===== src/rtl/vga_timing_gen.sv =====
// ---------------------------------------------------------------------------
// vga_timing_gen
//
// Parametrised VGA raster timing generator. A horizontal pixel counter and a
// vertical line counter advance on pixel-clock enables. The block emits sync
// pulses with selectable polarity, an active-video flag, line/frame boundary
// flags and a one-enable-period frame-start pulse.
//
// Every output is a flop. Flags are decoded from the *next* counter values
// and registered together with the counters, so each flag always matches the
// hcount/vcount visible in the same cycle.
//
// Ports
//   clk          system clock
//   rst          synchronous reset, active-high (takes priority over ce)
//   ce           pixel-clock enable; state advances only when ce=1
//   hcount       pixel position in line, 0..H_TOTAL-1
//   vcount       line in frame, 0..V_TOTAL-1
//   hsync        horizontal sync, asserted level = HSYNC_POL
//   vsync        vertical sync, asserted level = VSYNC_POL
//   video_on     1 inside the visible window
//   line_end     1 while hcount == H_TOTAL-1
//   frame_end    1 while at the last pixel of the last line
//   frame_start  1 for one ce period after wrapping into (0,0)
// ---------------------------------------------------------------------------
module vga_timing_gen #(
    parameter int H_ACTIVE  = 640,
    parameter int H_FP      = 16,
    parameter int H_SYNC    = 96,
    parameter int H_BP      = 48,
    parameter int V_ACTIVE  = 480,
    parameter int V_FP      = 10,
    parameter int V_SYNC    = 2,
    parameter int V_BP      = 33,
    parameter bit HSYNC_POL = 1'b0,
    parameter bit VSYNC_POL = 1'b0,
    parameter int HW        = 10,
    parameter int VW        = 10
) (
    input  logic          clk,
    input  logic          rst,
    input  logic          ce,
    output logic [HW-1:0] hcount,
    output logic [VW-1:0] vcount,
    output logic          hsync,
    output logic          vsync,
    output logic          video_on,
    output logic          line_end,
    output logic          frame_end,
    output logic          frame_start
);

    localparam int H_TOTAL = H_ACTIVE + H_FP + H_SYNC + H_BP;
    localparam int V_TOTAL = V_ACTIVE + V_FP + V_SYNC + V_BP;

    // Reject timing sets that would produce empty regions or overflow the
    // counter widths.
    if (H_ACTIVE < 1 || H_FP < 1 || H_SYNC < 1 || H_BP < 1 ||
        V_ACTIVE < 1 || V_FP < 1 || V_SYNC < 1 || V_BP < 1 ||
        H_TOTAL > (1 << HW) || V_TOTAL > (1 << VW)) begin : g_param_check
        $error("vga_timing_gen: illegal timing parameters");
    end

    // Region boundaries expressed in counter width. All of them are below
    // H_TOTAL / V_TOTAL, so they fit even when a total equals 2^width.
    localparam logic [HW-1:0] H_LAST     = HW'(H_TOTAL - 1);
    localparam logic [HW-1:0] H_VIS      = HW'(H_ACTIVE);
    localparam logic [HW-1:0] H_SYNC_BEG = HW'(H_ACTIVE + H_FP);
    localparam logic [HW-1:0] H_SYNC_END = HW'(H_ACTIVE + H_FP + H_SYNC - 1);
    localparam logic [VW-1:0] V_LAST     = VW'(V_TOTAL - 1);
    localparam logic [VW-1:0] V_VIS      = VW'(V_ACTIVE);
    localparam logic [VW-1:0] V_SYNC_BEG = VW'(V_ACTIVE + V_FP);
    localparam logic [VW-1:0] V_SYNC_END = VW'(V_ACTIVE + V_FP + V_SYNC - 1);

    function automatic logic hsync_of(input logic [HW-1:0] h);
        return (h >= H_SYNC_BEG && h <= H_SYNC_END) ? HSYNC_POL : ~HSYNC_POL;
    endfunction

    function automatic logic vsync_of(input logic [VW-1:0] v);
        return (v >= V_SYNC_BEG && v <= V_SYNC_END) ? VSYNC_POL : ~VSYNC_POL;
    endfunction

    function automatic logic video_of(input logic [HW-1:0] h,
                                      input logic [VW-1:0] v);
        return (h < H_VIS) && (v < V_VIS);
    endfunction

    logic          h_wrap;
    logic          v_wrap;
    logic [HW-1:0] h_nxt;
    logic [VW-1:0] v_nxt;

    // Next-position stage: where the raster will be after this enable.
    always_comb begin
        h_wrap = (hcount == H_LAST);
        v_wrap = (vcount == V_LAST);
        h_nxt  = h_wrap ? '0 : hcount + HW'(1);
        v_nxt  = vcount;
        if (h_wrap) begin
            v_nxt = v_wrap ? '0 : vcount + VW'(1);
        end
    end

    // Register stage: counters and flags decoded from the next position.
    always_ff @(posedge clk) begin
        if (rst) begin
            hcount      <= '0;
            vcount      <= '0;
            video_on    <= 1'b1;
            hsync       <= ~HSYNC_POL;
            vsync       <= ~VSYNC_POL;
            line_end    <= 1'b0;
            frame_end   <= 1'b0;
            frame_start <= 1'b0;
        end else if (ce) begin
            hcount      <= h_nxt;
            vcount      <= v_nxt;
            video_on    <= video_of(h_nxt, v_nxt);
            hsync       <= hsync_of(h_nxt);
            vsync       <= vsync_of(v_nxt);
            line_end    <= (h_nxt == H_LAST);
            frame_end   <= (h_nxt == H_LAST) && (v_nxt == V_LAST);
            // Only the natural wrap out of the last pixel raises this.
            frame_start <= h_wrap && v_wrap;
        end
    end

endmodule


===== config.mk =====
export PLATFORM = sky130hd
export DESIGN_NAME = vga_timing_gen
export DESIGN_NICKNAME = d
export VERILOG_FILES = /design/src/rtl/vga_timing_gen.sv
export SDC_FILE = /design/constraint.sdc
export NUM_CORES = 1
export LEC_CHECK = 0
export ABC_AREA = 1
export ABC_CLOCK_PERIOD_IN_PS = 1800
export CAP_MARGIN = 20
export CORE_MARGIN = 8
export CORE_UTILIZATION = 45
export DETAILED_ROUTE_END_ITERATION = 10
export PLACE_DENSITY = 0.7
export SYNTH_ARGS = -nofsm -noshare
export SYNTH_HDL_FRONTEND = slang
export SYNTH_SLANG_ARGS = --single-unit

===== constraint.sdc =====
create_clock -name clk -period 1.8 [get_ports clk]
set_input_delay 0.18 -clock clk [delete_from_list [all_inputs] [get_ports clk]]
set_output_delay 0.18 -clock clk [all_outputs]
set_load 0.005 [all_outputs]

* Word level (Yosys, flattened, before mapping) *
Index checks and enable logic that the tools add are counted.

storage, ports and cells
  register bits = 26
  input port bits = 3
  output and inout port bits = 26
  logic and storage cells = 30

cells by class
  add/sub/neg operators = 2
  magnitude comparators = 6
  equality and inequality tests = 4
  muxes and demuxes = 5
  reductions and logical operators = 5

operators with widths
  operator                                                                            number
  10-bit equality test (second input constant)                                        4
  10-bit two-way mux                                                                  3
  10-bit by 1-bit adder with 10-bit output (second input constant)                    2
  10-bit >= comparator (second input constant)                                        1
  10-bit by 9-bit >= comparator with 1-bit output (second input constant)             1
  10-bit less-or-equal comparator (second input constant)                             1
  10-bit by 9-bit less-or-equal comparator with 1-bit output (second input constant)  1
  10-bit < comparator (second input constant)                                         1
  10-bit by 9-bit < comparator with 1-bit output (second input constant)              1
  1-bit logical AND                                                                   5
  1-bit two-way mux                                                                   2

* Longest topological paths before layout *
  word-level depth = 6
  depth in mapped cells = 13

* Least setup slack after synthesis *
Ideal clock, no wire load.

  kind = register -> register
  from = reg hcount[0]
  to = reg vsync
  setup time = 115 ps
  arrival = 1694 ps
  path slack = -9 ps
  stages on the path, launching flop included = 13
  period minus slack after synthesis = 1809 ps
  path through = dfxtp_1 -> ha_1 -> nand2_2 -> nor2_4 -> inv_2 -> nor2_4 -> buf_6 -> nand3_1 -> o21ai_2 -> nand4_1 -> nand3b_1 -> nand2_1 -> nand2_1

between the ends
  longest elaborated chain between the ends = 5
  elaborated cells between the ends (all ways) = 6

RTL lines
  element                                                                                                                               RTL line  text
  start: declaration                                                                                                                    43        output logic [HW-1:0] hcount,
  start signal: assignment                                                                                                              116       hcount <= h_nxt;
  10-bit equality test *                                                                                                                95        h_wrap = (hcount == H_LAST);
  10-bit two-way mux *                                                                                                                  99        if (h_wrap) begin
  10-bit by 9-bit >= comparator with 1-bit output / 10-bit by 9-bit less-or-equal comparator with 1-bit output (equally long branches)  80        return (v >= V_SYNC_BEG && v <= V_SYNC_END) ? VSYNC_POL : ~VSYNC_POL;
  1-bit logical AND *                                                                                                                   80
  1-bit two-way mux *                                                                                                                   80
  end signal: assignment                                                                                                                111       vsync <= ~VSYNC_POL;
  end signal: assignment                                                                                                                120       vsync <= vsync_of(v_nxt);
  end: declaration                                                                                                                      46        output logic vsync,

Every way passes the cells marked *; elsewhere a longest branch is shown, timed or not.
A chain may end at the register's enable or synchronous reset.

* Worst setup path after layout *
  from = reg hcount[6]
  to = reg vsync

The elaborated chain is that of the path after synthesis.

==> flow_summary.ini <==
[status]
status = finished, violations left
violations = negative setup slack

[setup_path]
cp-end-kind = flop
ff2ff_path_depth = 9
arrival_ns = 1.98
critPathMaxFanout = 6
worstPathRequired_ns = 1.98
critical_path_class = flop to flop
cp-start-kind = flop
reg2reg_slack_ns = -0.003

[sta]
fmax_ghz = 0.555
fin_skew_ns = 0.00548
worst_pin_slew_ns = 0.585
relSlewSlack_pct = 61.0
final.period_utilization_pct = 100
period_needed_ns = 1.80
whs_ns = 0.485
drv_slew = 0
setup_viol = 1
fin_ws_ns = -0.00266
rsz0062_at_grt = yes
finalHoldViolCount = 0

[global_routing]
grt_max_degree = 25
grt_pass1_vias = 1856
antenna_found_initial = 0
gr-usage-all-layers_pct = 16.1
grt_pass1_wl_mm = 8.30
grt.overflow.total = 0

[synthesis]
syn_nets = 278
synth-async-reset-ratio_pct = 0
syn_area_um2 = 1690
ys_seq_area_share_pct = 30.7
synth.distinct_cells = 28
ys.flop_type = dfxtp_1
ys_ff_latch = 26
yosys_warnings = 0
yosysTopAreaCellShare_pct = 30.7
synth_edf_count = 0
netlist_instances = 271
synthTopCellsByArea = dfxtp_1 (31%), nand2_1 (15%), inv_1 (9.1%), a21oi_1 (7.1%), nor2_1 (6.2%)
avgSynthCellArea_um2 = 6.25
yosysTopAreaCell = dfxtp_1

[layout]
syn_to_final_growth_pct = 43.8
seqCellArea_um2 = 531
nets = 340
final_cell_mix = nand2_1 (65), inv_1 (40), buf_4 (36)
multiInputGateArea_um2 = 1070
mostFrequentLayoutCell = nand2_1
antenna-diode-count = 0
drive_gt1_share_pct = 23.8
fin_area_um2 = 2430
fill_cells = 339

[floorplanning]
die_w_um = 77.3
core_area_um2 = 3630
start_util_pct = 46.6
die_y_um = 77.3
num_io_pins = 29
dieArea_um2 = 5980
fp-row-count = 22

[placed_design]
portBuffers = 28
placed_area_um2 = 2200
place_congestion = 0.896
dp_hpwl_mm = 3.55

[routing]
wl_met3_um = 236
routed_wl_mm = 4.96
wl_met2_mm = 2.56
wire_per_inst_um = 13.1
routed-via-count = 1942
drt-pass1-iter-count = 4
drc = 0
via_per_inst = 5.11
m1WireLength_mm = 2.12
drt_iter0_drc = 131
ant_nets = 0
top_layer = met4

[power]
comb_power_share_pct = 24.3
swShare_pct = 28.5
power.clock.fraction_pct = 27.9
p_leak_uw = 0.00114
seqPwrFrac_pct = 47.8
p_sw_uw = 386
internal_power_uw = 970
ir_drop_mv = 0.373
power_density_nw_per_um2 = 557

[hold_path]
min_path_cells = 2
hold_class = flop to flop

[clock_network]
clock_sinks = 26
cts_buffer_depth = 2
root_buffer = clkbuf_8
cts_tree = done
postCtsHoldBufs = 0
clk_pin_slew_ns = 0.09
htree_levels = 1
clock_latency_ns = 0.27
numCtsBuffers = 3

[flow_run]
drv_cap = 0
-- critical path: stages, from the launching register on --
cell and delay, ns:
dfxtp_1 0.32, nor2_1 0.27, nand3_2 0.19, nor2_4 0.24
nand3_1 0.09, nand2_1 0.16, nand4_1 0.13, nand3b_1 0.18
nand2_1 0.07, nand2_1 0.05
-- layout make-up --
class | instances | area share [%]
Sequential cell | 26 | 21.8
Tap cell | 48 | 2.47
Inverter | 42 | 6.58
Multi-Input combinational cell | 195 | 43.8
Timing Repair Buffer | 65 | 23.1
Clock buffer | 4 | 2.26
-- worst paths after layout --
kind	start	end
setup / recovery	hcount[6]	vsync
hold / removal	hsync	hsync
setup reg to reg	hcount[6]	vsync
hold reg to reg	hsync	hsync
-- Yosys cell counts, types with 3 or more instances --
cell      number
a21oi_1       24
clkbuf_1       7
dfxtp_1       26
ha_1           4
inv_1         41
nand2_1       68
nand3_1       20
nand4_1        4
nor2_1        28
nor2_2         3
o211ai_1       3
o21ai_0       19
-- per-stage QoR --
step	std cells	setup TNS, ns	total power (µW)	setup slack [ns]	utilization (%)
2_1_floorplan	271	0	807	0.0147	-
3_3_place_gp	367	0	958	0.0285	60.6
3_5_place_dp	367	-0.0447	961	-0.0254	60.6
4_1_cts	373	0	1340	0.00476	62.5
5_1_grt	380	-0.317	1430	-0.0962	67.0
6_report	380	-0.00266	1360	-0.00266	67.0
-- metal layers --
| layer | vias up | global-route usage (%) |
|---|---|---|
| met5 | - | 0 |
| met4 | 0 | 3.40 |
| met3 | 4 | 2.65 |
| met2 | 47 | 29.4 |
| met1 | 903 | 19.1 |
| li1 | 988 | - |
-- kinds of logic (layout without fill, tap and decap cells) --
family	after synthesis	in the layout	synth area share, %
AOI/OAI and AO/OA	54	54	18.1
xor gates and xnor gates	3	3	1.55
adders and majority gates	4	4	2.96
buffers and inverters	51	111	12.2
DFF	26	26	30.7
and+or+nand+nor	133	134	34.4
-- sequential cells by signal, indices dropped and copies added, names as in the netlist --
signal	cells
video_on	1
hsync	1
line_end	1
vsync	1
frame_end	1
hcount	10
vcount	10
frame_start	1
-- power groups by stage --
stage	sequential, µW	combinational (µW)	clock [µW]
after floorplan	664	143	0
after CTS	642	307	388
after global routing	653	369	407
after global placement	655	303	0
after detailed placement	656	306	0
final	647	330	378
-- repair_timing --
item / 4_1_cts / 5_1_grt
gates resized for setup: 0 / 31
setup endpoints to repair: 2 / 8
pin swaps: 1 / 8
setup buffers: 1 / 7
gates cloned: 1 / 0
Note: power is estimated with default switching activity, not from simulation.
